`src/rtl/prefix_adder_sequencer.sv`:
```
`default_nettype none
// ============================================================================
//  Module   : prefix_adder_sequencer
//  Purpose  : Multi-cycle Kogge-Stone adder. One shared prefix level is
//             applied per clock to registered generate/propagate vectors,
//             computing {cout,sum} = a + b + cin behind valid/ready handshakes.
//  Ports    : clk, rst_n          - clock, async active-low reset
//             in_valid/in_ready   - operand handshake (a, b, cin)
//             out_valid/out_ready - result handshake (sum, cout, ovf)
//             busy                - high while prefix levels or sum are computed
//  Revision : 1.0 - initial release
// ============================================================================
module prefix_adder_sequencer #(
  parameter int WIDTH = 7
) (
  input  logic             clk,
  input  logic             rst_n,
  input  logic             in_valid,
  output logic             in_ready,
  input  logic [WIDTH-1:0] a,
  input  logic [WIDTH-1:0] b,
  input  logic             cin,
  output logic             out_valid,
  input  logic             out_ready,
  output logic [WIDTH-1:0] sum,
  output logic             cout,
  output logic             ovf,
  output logic             busy
);

  // Derived from WIDTH; a localparam so it cannot be overridden.
  localparam int STAGES  = $clog2(WIDTH);
  // Level counter must be able to hold STAGES (it increments past the last level).
  localparam int c_lvl_w = (STAGES < 1) ? 1 : $clog2(STAGES + 1);

  localparam logic [c_lvl_w-1:0] c_lvl_one  = c_lvl_w'(1);
  localparam logic [c_lvl_w-1:0] c_last_lvl = c_lvl_w'(STAGES - 1);

  localparam logic [1:0] c_idle   = 2'd0;
  localparam logic [1:0] c_prefix = 2'd1;
  localparam logic [1:0] c_sum    = 2'd2;
  localparam logic [1:0] c_done   = 2'd3;

  logic [1:0]         r_state;
  logic [1:0]         w_state_nxt;
  logic [c_lvl_w-1:0] r_level;
  logic [WIDTH-1:0]   r_g;
  logic [WIDTH-1:0]   r_p;
  logic [WIDTH-1:0]   r_p0;
  logic               r_cin;
  logic [WIDTH-1:0]   r_sum;
  logic               r_cout;
  logic               r_ovf;

  logic [WIDTH-1:0]   w_g_in;
  logic [WIDTH-1:0]   w_dist;
  logic [WIDTH-1:0]   w_g_pre;
  logic [WIDTH-1:0]   w_p_pre;
  logic [WIDTH-1:0]   w_carry;

  // Bit 0 generate absorbs cin, so after the prefix G[i] is the carry out of bit i.
  always_comb begin
    w_g_in    = a & b;
    w_g_in[0] = (a[0] & b[0]) | ((a[0] ^ b[0]) & cin);
  end

  // One Kogge-Stone level with span d = 2^level. Shifting left by d aligns
  // bit i-d under bit i; bits below d see zeros, so G stays unchanged there,
  // and the low mask (d-1) keeps P unchanged there too.
  assign w_dist  = WIDTH'(1) << r_level;
  assign w_g_pre = r_g | (r_p & (r_g << w_dist));
  assign w_p_pre = r_p & ((r_p << w_dist) | (w_dist - WIDTH'(1)));

  assign w_carry = {r_g[WIDTH-2:0], r_cin};

  // State register
  always_ff @(posedge clk or negedge rst_n) begin
    if (!rst_n) begin
      r_state <= c_idle;
    end else begin
      r_state <= w_state_nxt;
    end
  end

  // Next-state logic
  always_comb begin
    w_state_nxt = r_state;
    case (r_state)
      c_idle: begin
        if (in_valid) begin
          w_state_nxt = (STAGES == 0) ? c_sum : c_prefix;
        end
      end
      c_prefix: begin
        if (r_level == c_last_lvl) begin
          w_state_nxt = c_sum;
        end
      end
      c_sum: begin
        w_state_nxt = c_done;
      end
      c_done: begin
        if (out_ready) begin
          w_state_nxt = c_idle;
        end
      end
      default: begin
        w_state_nxt = c_idle;
      end
    endcase
  end

  // Output logic
  always_comb begin
    in_ready  = (r_state == c_idle);
    busy      = (r_state == c_prefix) || (r_state == c_sum);
    out_valid = (r_state == c_done);
  end

  assign sum  = r_sum;
  assign cout = r_cout;
  assign ovf  = r_ovf;

  // Datapath registers
  always_ff @(posedge clk or negedge rst_n) begin
    if (!rst_n) begin
      r_level <= '0;
      r_g     <= '0;
      r_p     <= '0;
      r_p0    <= '0;
      r_cin   <= 1'b0;
      r_sum   <= '0;
      r_cout  <= 1'b0;
      r_ovf   <= 1'b0;
    end else begin
      case (r_state)
        c_idle: begin
          if (in_valid) begin
            r_p0    <= a ^ b;
            r_cin   <= cin;
            r_g     <= w_g_in;
            r_p     <= a ^ b;
            r_level <= '0;
          end
        end
        c_prefix: begin
          r_g     <= w_g_pre;
          r_p     <= w_p_pre;
          r_level <= r_level + c_lvl_one;
        end
        c_sum: begin
          r_sum  <= r_p0 ^ w_carry;
          r_cout <= r_g[WIDTH-1];
          r_ovf  <= w_carry[WIDTH-1] ^ r_g[WIDTH-1];
        end
        default: begin
        end
      endcase
    end
  end

endmodule
`default_nettype wire

```
`config.mk`:
```
export PLATFORM = sky130hd
export DESIGN_NAME = prefix_adder_sequencer
export DESIGN_NICKNAME = d
export VERILOG_FILES = /design/src/rtl/prefix_adder_sequencer.sv
export SDC_FILE = /design/constraint.sdc
export NUM_CORES = 1
export LEC_CHECK = 0
export ABC_AREA = 1
export BUFFER_PORTS_ARGS = -buffer_cell sky130_fd_sc_hd__buf_4
export CAP_MARGIN = 30
export CELL_PAD_IN_SITES_DETAIL_PLACEMENT = 2
export CELL_PAD_IN_SITES_GLOBAL_PLACEMENT = 2
export CORE_MARGIN = 2
export CORE_UTILIZATION = 35
export DETAILED_ROUTE_END_ITERATION = 10
export GPL_TIMING_DRIVEN = 0
export MAX_ROUTING_LAYER = met4
export PLACE_DENSITY = 0.91
export SLEW_MARGIN = 40
export SYNTH_ARGS = -nofsm -noshare
export SYNTH_HDL_FRONTEND = slang
export SYNTH_SLANG_ARGS = --single-unit
export TNS_END_PERCENT = 100
```
`constraint.sdc`:
```
create_clock -name clk -period 4.6 [get_ports clk]
set_input_delay 1.15 -clock clk [delete_from_list [all_inputs] [get_ports clk]]
set_output_delay 1.15 -clock clk [all_outputs]
set_load 0.02 [all_outputs]
```
==> impl_metrics.ini, run 1 <==
[floorplan]
chipWidth_um = 84.2
initial_utilization = 0.358
io_pins = 31
dieHeight_um = 84.2
coreArea_sq_um = 6280
design.die.area_sq_um = 7080
num_rows = 29

[worst_setup_path]
required_ns = 3.45
crit_path_start_kind = register
criticalPathCategory = register to primary output
path_max_fanout = 5
end_kind = primary output
worstPathArrival_ns = 1.35

[placement]
dp_cells = 410
gp_congestion = 0.857
hpwl_um = 5740
port_buffers = 30

[clock_network]
cts_sinks = 35
cts_inserted_buffers = 5
cts_hold_buffers = 0
clock_latency_ns = 0.29
clockBufferDepth = 2
cts_tree = yes
postCtsSetupRepairBufs = 0
clkTransAtPathRegs_ns = 0.08
htreeDepth = 2
cts_resized = 0
cts_root_buf = clkbuf_8

[sta]
slew_headroom = 0.615
timing.setup.tns_ns = 0
setup_viol = 0
slew_viol_final = 0
fin_skew_ns = 0.00629
finalCriticalPeriod_ns = 2.50
hold_viol = 0
worst_slew_pin_slew_ns = 0.578
finalCritPeriodShare = 0.544
timing.fmax_mhz = 399
rsz0062_at_grt = no

[routing]
ant_nets = 0
dr.pass1.iters = 4
vias_per_cell = 5.21
drtIter0Drc = 84
wl_um = 7720
wire_per_inst_um = 18.5
num_vias = 2179
drc_errors = 0

[global_routing]
grt_max_degree = 36
antenna_found_initial = 0
grt_pass1_wl_um = 12700
grt_use_total = 0.240
grt.overflow.total = 0
grt_pass1_vias = 2477

[pwr]
power_density_nw_per_um2 = 804
leakage_nw = 1.39
total_power_w = 0.00216
irDropWorstVdd_v = 0.000381

[cells_and_area]
syn_to_final_growth_pct = 19.3
fin_util = 0.428
fin_cells = 418
nets = 377
antenna_cells = 0
layout-drive-gt1-share = 0.179

[synth]
ys.flop_type = dfrtp_1
ys_warn_count = 0
ys_ff_latch = 35
yosysSeqAreaShare = 0.389
synth_top_area_frac = 0.389
avgSynthCellArea_sq_um = 7.42
yosysTopAreaCell = dfrtp_1
ys_async_sr_fraction = 1.00
synth_area_sq_um = 2250
synth_edf_count = 0
synth_area_leaders = dfrtp_1, nand2_1, ha_1
synth_cell_type_count = 27
syn_nets = 340
netlist_instances = 303

[outcome]
status = finished, final reports clean

[min_path]
hp-class = register to register

[job]
drv_cap = 0
==> cell families after synthesis <==
family / share of synthesized area
buf+inv: 0.0745
compound gates: 0.112
fa+ha+maj: 0.100
simple gates: 0.293
flops: 0.389
xor+xnor: 0.0311
==> worst max-delay path, cell delays in order, from the launching register on <==
cell     delay (ns)
dfrtp_1        0.41
inv_1          0.13
ha_1           0.32
buf_4          0.20
==> cell type report <==
| class | count | area, sq um |
|---|---|---|
| Inverter | 28 | 108 |
| Tap cell | 77 | 96.3 |
| Clock buffer | 5 | 68.8 |
| Multi-Input combinational cell | 230 | 1210 |
| Clock inverter | 3 | 43.8 |
| Sequential cell | 35 | 876 |
| Buffer | 10 | 60.1 |
| Fill cell | 752 | 3590 |
| Timing Repair Buffer | 30 | 225 |
==> stage by stage <==
stage | hold slack (ns) | setup WS (ns) | area, sq um
detailed placement | 0.488 | 2.35 | 2570
floorplan | 0.469 | 2.60 | 2250
global placement | 0.470 | 2.40 | 2570
finish | 0.498 | 2.10 | 2680
CTS | 0.510 | 2.09 | 2680
global route | 0.543 | 2.02 | 2680
==> final timing paths <==
check,endpoint,slack [ns],startpoint,cells after the start
setup / recovery,in_ready,2.10,r_state[1],3
hold / removal,ovf,0.50,ovf,2
setup reg to reg,r_p[1],2.73,r_level[1],10
hold reg to reg,ovf,0.50,ovf,2
max in group asynchronous,r_state[0],3.46,rst_n,1
min in group asynchronous,r_p[4],0.81,rst_n,1
==> flip-flops by register name, indices dropped and copies added (netlist names) <==
name	cells
sum	7
r_state	2
r_g	7
cout	1
r_level	2
r_p	7
r_p0	7
r_cin	1
ovf	1
==> power by group <==
part / switching (W) / internal [W] / leakage, nW
combinational: 0.000827 / 0.000462 / 0.903
sequential: 0.000127 / 0.000452 / 0.433
clock: 0.000129 / 0.000162 / 0.0581
total: 0.00108 / 0.00108 / 1.39
==> Yosys cell counts (4+ instances only) <==
| cell | count |
|---|---|
| ha_1 | 18 |
| a21oi_1 | 11 |
| o21ai_1 | 14 |
| o21ai_0 | 10 |
| xnor2_1 | 8 |
| nand3_1 | 28 |
| nand2_1 | 108 |
| a21oi_2 | 4 |
| inv_2 | 6 |
| inv_1 | 20 |
| nor2_1 | 16 |
| dfrtp_1 | 35 |
==> routing by layer <==
| layer | GRT usage | up-vias | share of wire |
|---|---|---|---|
| met5 | - | - | 0 |
| li1 | - | 1047 | - |
| met1 | 0.290 | 1092 | 0.43 |
| met4 | 0.0528 | 0 | 0.012 |
| met2 | 0.429 | 34 | 0.53 |
| met3 | 0.0265 | 6 | 0.023 |
==> cell usage in the layout, fill, tap and decap left out, drive strengths merged <==
cell,count
nand2,109
bufinv,1
nand3,28
clkbuf,8
ha,18
or2,3
dfrtp,35
a21oi,15
o21ai,25
o22ai,1
nand4,1
buf,37
xnor2,8
a31oi,1
nor2,18
clkinv,3
a22oi,1
nor3,2
inv,27
Note: power is estimated with default switching activity, not from simulation.
==> run 2: changes to the inputs <==
- CORE_UTILIZATION: 35 -> 29
- PLACE_DENSITY: 0.91 -> 0.81
- clock period: 4.6 -> 2.2 ns (I/O delays scaled with it)
==> run 2 against run 1 <==
Global-route usage decreased by 4.7 points. Die area increased by 20%. Cell count grew 6.0%. Hold slack got worse by 0.29 ns. Clock power up 120%. Via count is 0.14% higher. Largest cell class unchanged.
==> impl_metrics.ini, run 2 (synthesis gave the netlist of run 1 again) <==
[outcome]
status = finished, final reports clean

[worst_setup_path]
crit_path_start_kind = register
worstPathArrival_ns = 1.35
r2r-start = r_level[1]
reg2reg_slack_ns = 0.32
startpoint = r_state[1]
required_ns = 1.65
path_max_fanout = 5
r2r_end = r_p[4]
end_kind = primary output
criticalPathCategory = register to primary output
crit_path_end = in_ready
reg2regPathDepth = 9

[pwr]
irDropWorstVdd_v = 0.000570
clkPwrFrac = 0.139
power_density_nw_per_um2 = 1650
leakage_nw = 1.40
power_frac_seq = 0.268
p_sw_frac = 0.493
p_int_w = 0.00227
power.switching_w = 0.00221
share_comb_of_total_power = 0.593

[routing]
num_vias = 2182
dr_wl_met3_um = 301
wl_met2_um = 3710
maxUsedRoutingLayer = met4
wl_um = 7350
dr.pass1.iters = 4
drc_errors = 0
ant_nets = 0
drtIter0Drc = 62
vias_per_cell = 4.93
wire_per_inst_um = 16.6
drt-met1-wl_um = 3280

[placement]
hpwl_um = 5590
dp_cells = 435
gp_congestion = 0.886
placed_area_sq_um = 2600
port_buffers = 30

[sta]
rsz0062_at_grt = no
holdWs_ns = 0.204
fin_skew_ns = 0.00402
timing.setup.tns_ns = 0
slew_viol_final = 0
setup_viol = 0
hold_viol = 0
worst_slew_pin_slew_ns = 0.518
finalCriticalPeriod_ns = 1.90
finalCritPeriodShare = 0.864
slew_headroom = 0.655
timing.fmax_mhz = 526

[clock_network]
postCtsSetupRepairBufs = 0
cts_sinks = 35
cts_hold_buffers = 0
cts_root_buf = clkbuf_8
cts_resized = 0
clockBufferDepth = 2
htreeDepth = 2
cts_inserted_buffers = 5
clkTransAtPathRegs_ns = 0.08
clock_latency_ns = 0.30
cts_tree = yes

[cells_and_area]
design_area_sq_um = 2720
final_cell_mix = nand2_1, dfrtp_1, buf_4, nand3_1, inv_1
final_common_cell = nand2_1
fin_cells = 443
fin_util = 0.358
syn_to_final_growth_pct = 20.9
antenna_cells = 0
nets = 377
fillers = 902
layout-drive-gt1-share = 0.179

[global_routing]
grt.overflow.total = 0
grt_use_total = 0.193
grt_max_degree = 36
antenna_found_initial = 0
grt_pass1_vias = 2404
grt_pass1_wl_um = 12300

[floorplan]
num_rows = 32
design.die.area_sq_um = 8480
coreArea_sq_um = 7610
io_pins = 31
dieHeight_um = 92.1
chipWidth_um = 92.1
initial_utilization = 0.296

[min_path]
hp-class = input port to async pin

[job]
drv_cap = 0
-- run 2: metrics by stage --
stage / power, W / worst slack (ns)
global placement: 0.00374 / 0.360
CTS: 0.00454 / 0.276
finish: 0.00449 / 0.300
global route: 0.00493 / 0.161
floorplan: 0.00300 / 0.603
detailed placement: 0.00386 / 0.311
-- run 2: layout make-up --
cell class	count	area, sq um	share of cell area
timing repair buffer	30	225	0.0828
inverter	28	108	0.0396
clock inverter	2	35.0	0.0129
sequential	35	876	0.322
buffer	10	60.1	0.0221
multi-input combinational	230	1210	0.443
clock buffer	6	82.6	0.0304
tap	102	128	0.0469
-- run 2: critical path: stages, from the launching register on --
cell	delay [ns]
dfrtp_1	0.41
inv_1	0.12
ha_1	0.32
buf_4	0.20
-- run 2: layer usage --
| metal | track usage | vias up |
|---|---|---|
| li1 | - | 1041 |
| met1 | 0.242 | 1096 |
| met2 | 0.328 | 40 |
| met3 | 0.0362 | 5 |
| met4 | 0.0348 | 0 |
| met5 | - | - |
-- run 2: power groups by stage --
stage                     Combinational, W  Sequential (W)  Clock (W)
after floorplan                    0.00177         0.00124          0
after global placement             0.00254         0.00120          0
after detailed placement           0.00265         0.00121          0
after CTS                          0.00270         0.00121   0.000639
after global routing               0.00301         0.00125   0.000670
final                              0.00266         0.00120   0.000625
-- run 2: worst min-delay path by stage --
stage,slack [ns],endpoint,from,cells after the start
after floorplan,0.25,cout,rst_n,0
after CTS,0.23,r_cin,rst_n,1
after global placement,0.46,cout,cout,2
final,0.20,r_cin,rst_n,1
after detailed placement,0.47,cout,cout,2
after global routing,0.24,r_cin,rst_n,1
==> run 3: changes to the inputs <==
- HOLD_SLACK_MARGIN: unset -> 0.1
- RECOVER_POWER: unset -> 50
==> run 3 against run 2 <==
Global-route usage unchanged. Sequential cell count unchanged. Combinational power down 2%. Final area down 0.92%. Highest routed layer unchanged. Critical endpoint unchanged. Cell count unchanged. Largest cell class unchanged. Register-to-register slack about the same. Clock power about the same. Critical path type unchanged.
==> impl_metrics.ini, run 3 (synthesis gave the netlist of run 1 again) <==
[clock_network]
cts_resized = 0
cts_hold_buffers = 0
clkTransAtPathRegs_ns = 0.08
cts_inserted_buffers = 5
clock_latency_ns = 0.30
htreeDepth = 2
cts_tree = yes
clockBufferDepth = 2
cts_root_buf = clkbuf_8
cts_sinks = 35
postCtsSetupRepairBufs = 0

[sta]
worst_slew_pin_slew_ns = 0.931
slew_viol_final = 0
finalCriticalPeriod_ns = 1.90
setup_slack_ns = 0.300
rsz0062_at_grt = no
timing.fmax_mhz = 526
hold_viol = 0
slew_headroom = 0.380
timing.setup.tns_ns = 0
finalCritPeriodShare = 0.864
setup_viol = 0
fin_skew_ns = 0.00402

[worst_setup_path]
worstPathArrival_ns = 1.35
cp_slowest_cell = dfrtp_1
required_ns = 1.65
end_kind = primary output
path_max_fanout = 5
path_cells = inv_1 > ha_1 > buf_4
crit_path_start_kind = register
path_delay_family = flip-flops
crit_buf_inv = 2
critPathMaxStageDelay_ns = 0.41
criticalPathCategory = register to primary output
reg2reg_slack_ns = 0.32

[cells_and_area]
nets = 377
fin_cells = 443
final_cell_mix = nand2_1, dfrtp_1, nand3_1, buf_4, inv_1
antenna_cells = 0
layout-drive-gt1-share = 0.161
fillers = 906
final_common_cell = nand2_1
syn_to_final_growth_pct = 19.8

[routing]
vias_per_cell = 4.93
drc_errors = 0
wl_um = 7350
dr.pass1.iters = 4
wire_per_inst_um = 16.6
drtIter0Drc = 62
ant_nets = 0
num_vias = 2182

[global_routing]
grt.overflow.total = 0
antenna_found_initial = 0
grt_pass1_vias = 2404
grt_use_total = 0.193
grt_max_degree = 36
grt_pass1_wl_um = 12300

[placement]
dp_cells = 435
gp_congestion = 0.886
hpwl_um = 5590
port_buffers = 30
dp_slack_ns = 0.311

[pwr]
leakage_nw = 1.37
power_density_nw_per_um2 = 1650
irDropWorstVdd_v = 0.000570

[outcome]
status = finished, final reports clean

[job]
drv_cap = 0

[min_path]
hp-class = input port to async pin

[floorplan]
coreArea_sq_um = 7610
design.die.area_sq_um = 8480
num_rows = 32
dieHeight_um = 92.1
chipWidth_um = 92.1
io_pins = 31
initial_utilization = 0.296
-- run 3: changes by cell type in the layout (fill, tap and decap cells not counted) --
cell,before,now
clkbuf_2,0,1
buf_4,33,26
clkbuf_1,3,9
-- run 3: metrics by stage --
| step | total power, W | hold WS, ns | utilization | area (sq um) |
|---|---|---|---|---|
| after global routing | 0.00488 | 0.458 | 0.354 | 2700 |
| after CTS | 0.00454 | 0.227 | 0.358 | 2720 |
| after detailed placement | 0.00386 | 0.471 | 0.342 | 2600 |
| after global placement | 0.00374 | 0.465 | 0.342 | 2600 |
| final | 0.00444 | 0.380 | 0.354 | 2700 |
| after floorplan | 0.00300 | 0.254 | - | 2250 |
-- run 3: report_power, final --
group / internal, W / switching [W]
logic: 0.000919 / 0.00170
clock network: 0.000367 / 0.000258
registers: 0.000945 / 0.000257
total: 0.00223 / 0.00221
-- run 3: final timing paths --
check                                start  endpoint  cells past startpoint
worst min register to register        cout      cout                      2
worst max register to register  r_level[1]    r_p[4]                      9
worst min-delay path                 rst_n     r_cin                      1
min in group clk                       cin     r_cin                      3
worst max-delay path            r_state[1]  in_ready                      3
max in group asynchronous            rst_n    r_p[3]                      1
-- run 3: worst register-to-register path: stages, from the launching register on --
cell	delay [ns]
dfrtp_1	0.42
inv_1	0.17
ha_1	0.17
buf_2	0.23
inv_2	0.14
ha_1	0.23
a21oi_1	0.18
nand3_1	0.10
nand2_1	0.08
a22oi_2	0.05
-- run 3: layer usage --
layer,part of all wire,vias up,track usage
li1,-,1041,-
met1,0.45,1096,0.242
met2,0.50,40,0.328
met3,0.041,5,0.0362
met4,0.0075,0,0.0348
met5,0,-,-
-- run 3: cell type report --
| type | instances | area, sq um | area share |
|---|---|---|---|
| Clock inverter | 2 | 35.0 | 0.0130 |
| Timing Repair Buffer | 30 | 200 | 0.0743 |
| Sequential cell | 35 | 876 | 0.325 |
| Inverter | 28 | 108 | 0.0399 |
| Multi-Input combinational cell | 230 | 1210 | 0.448 |
| Tap cell | 102 | 128 | 0.0474 |
| Clock buffer | 6 | 82.6 | 0.0306 |
| Buffer | 10 | 60.1 | 0.0223 |
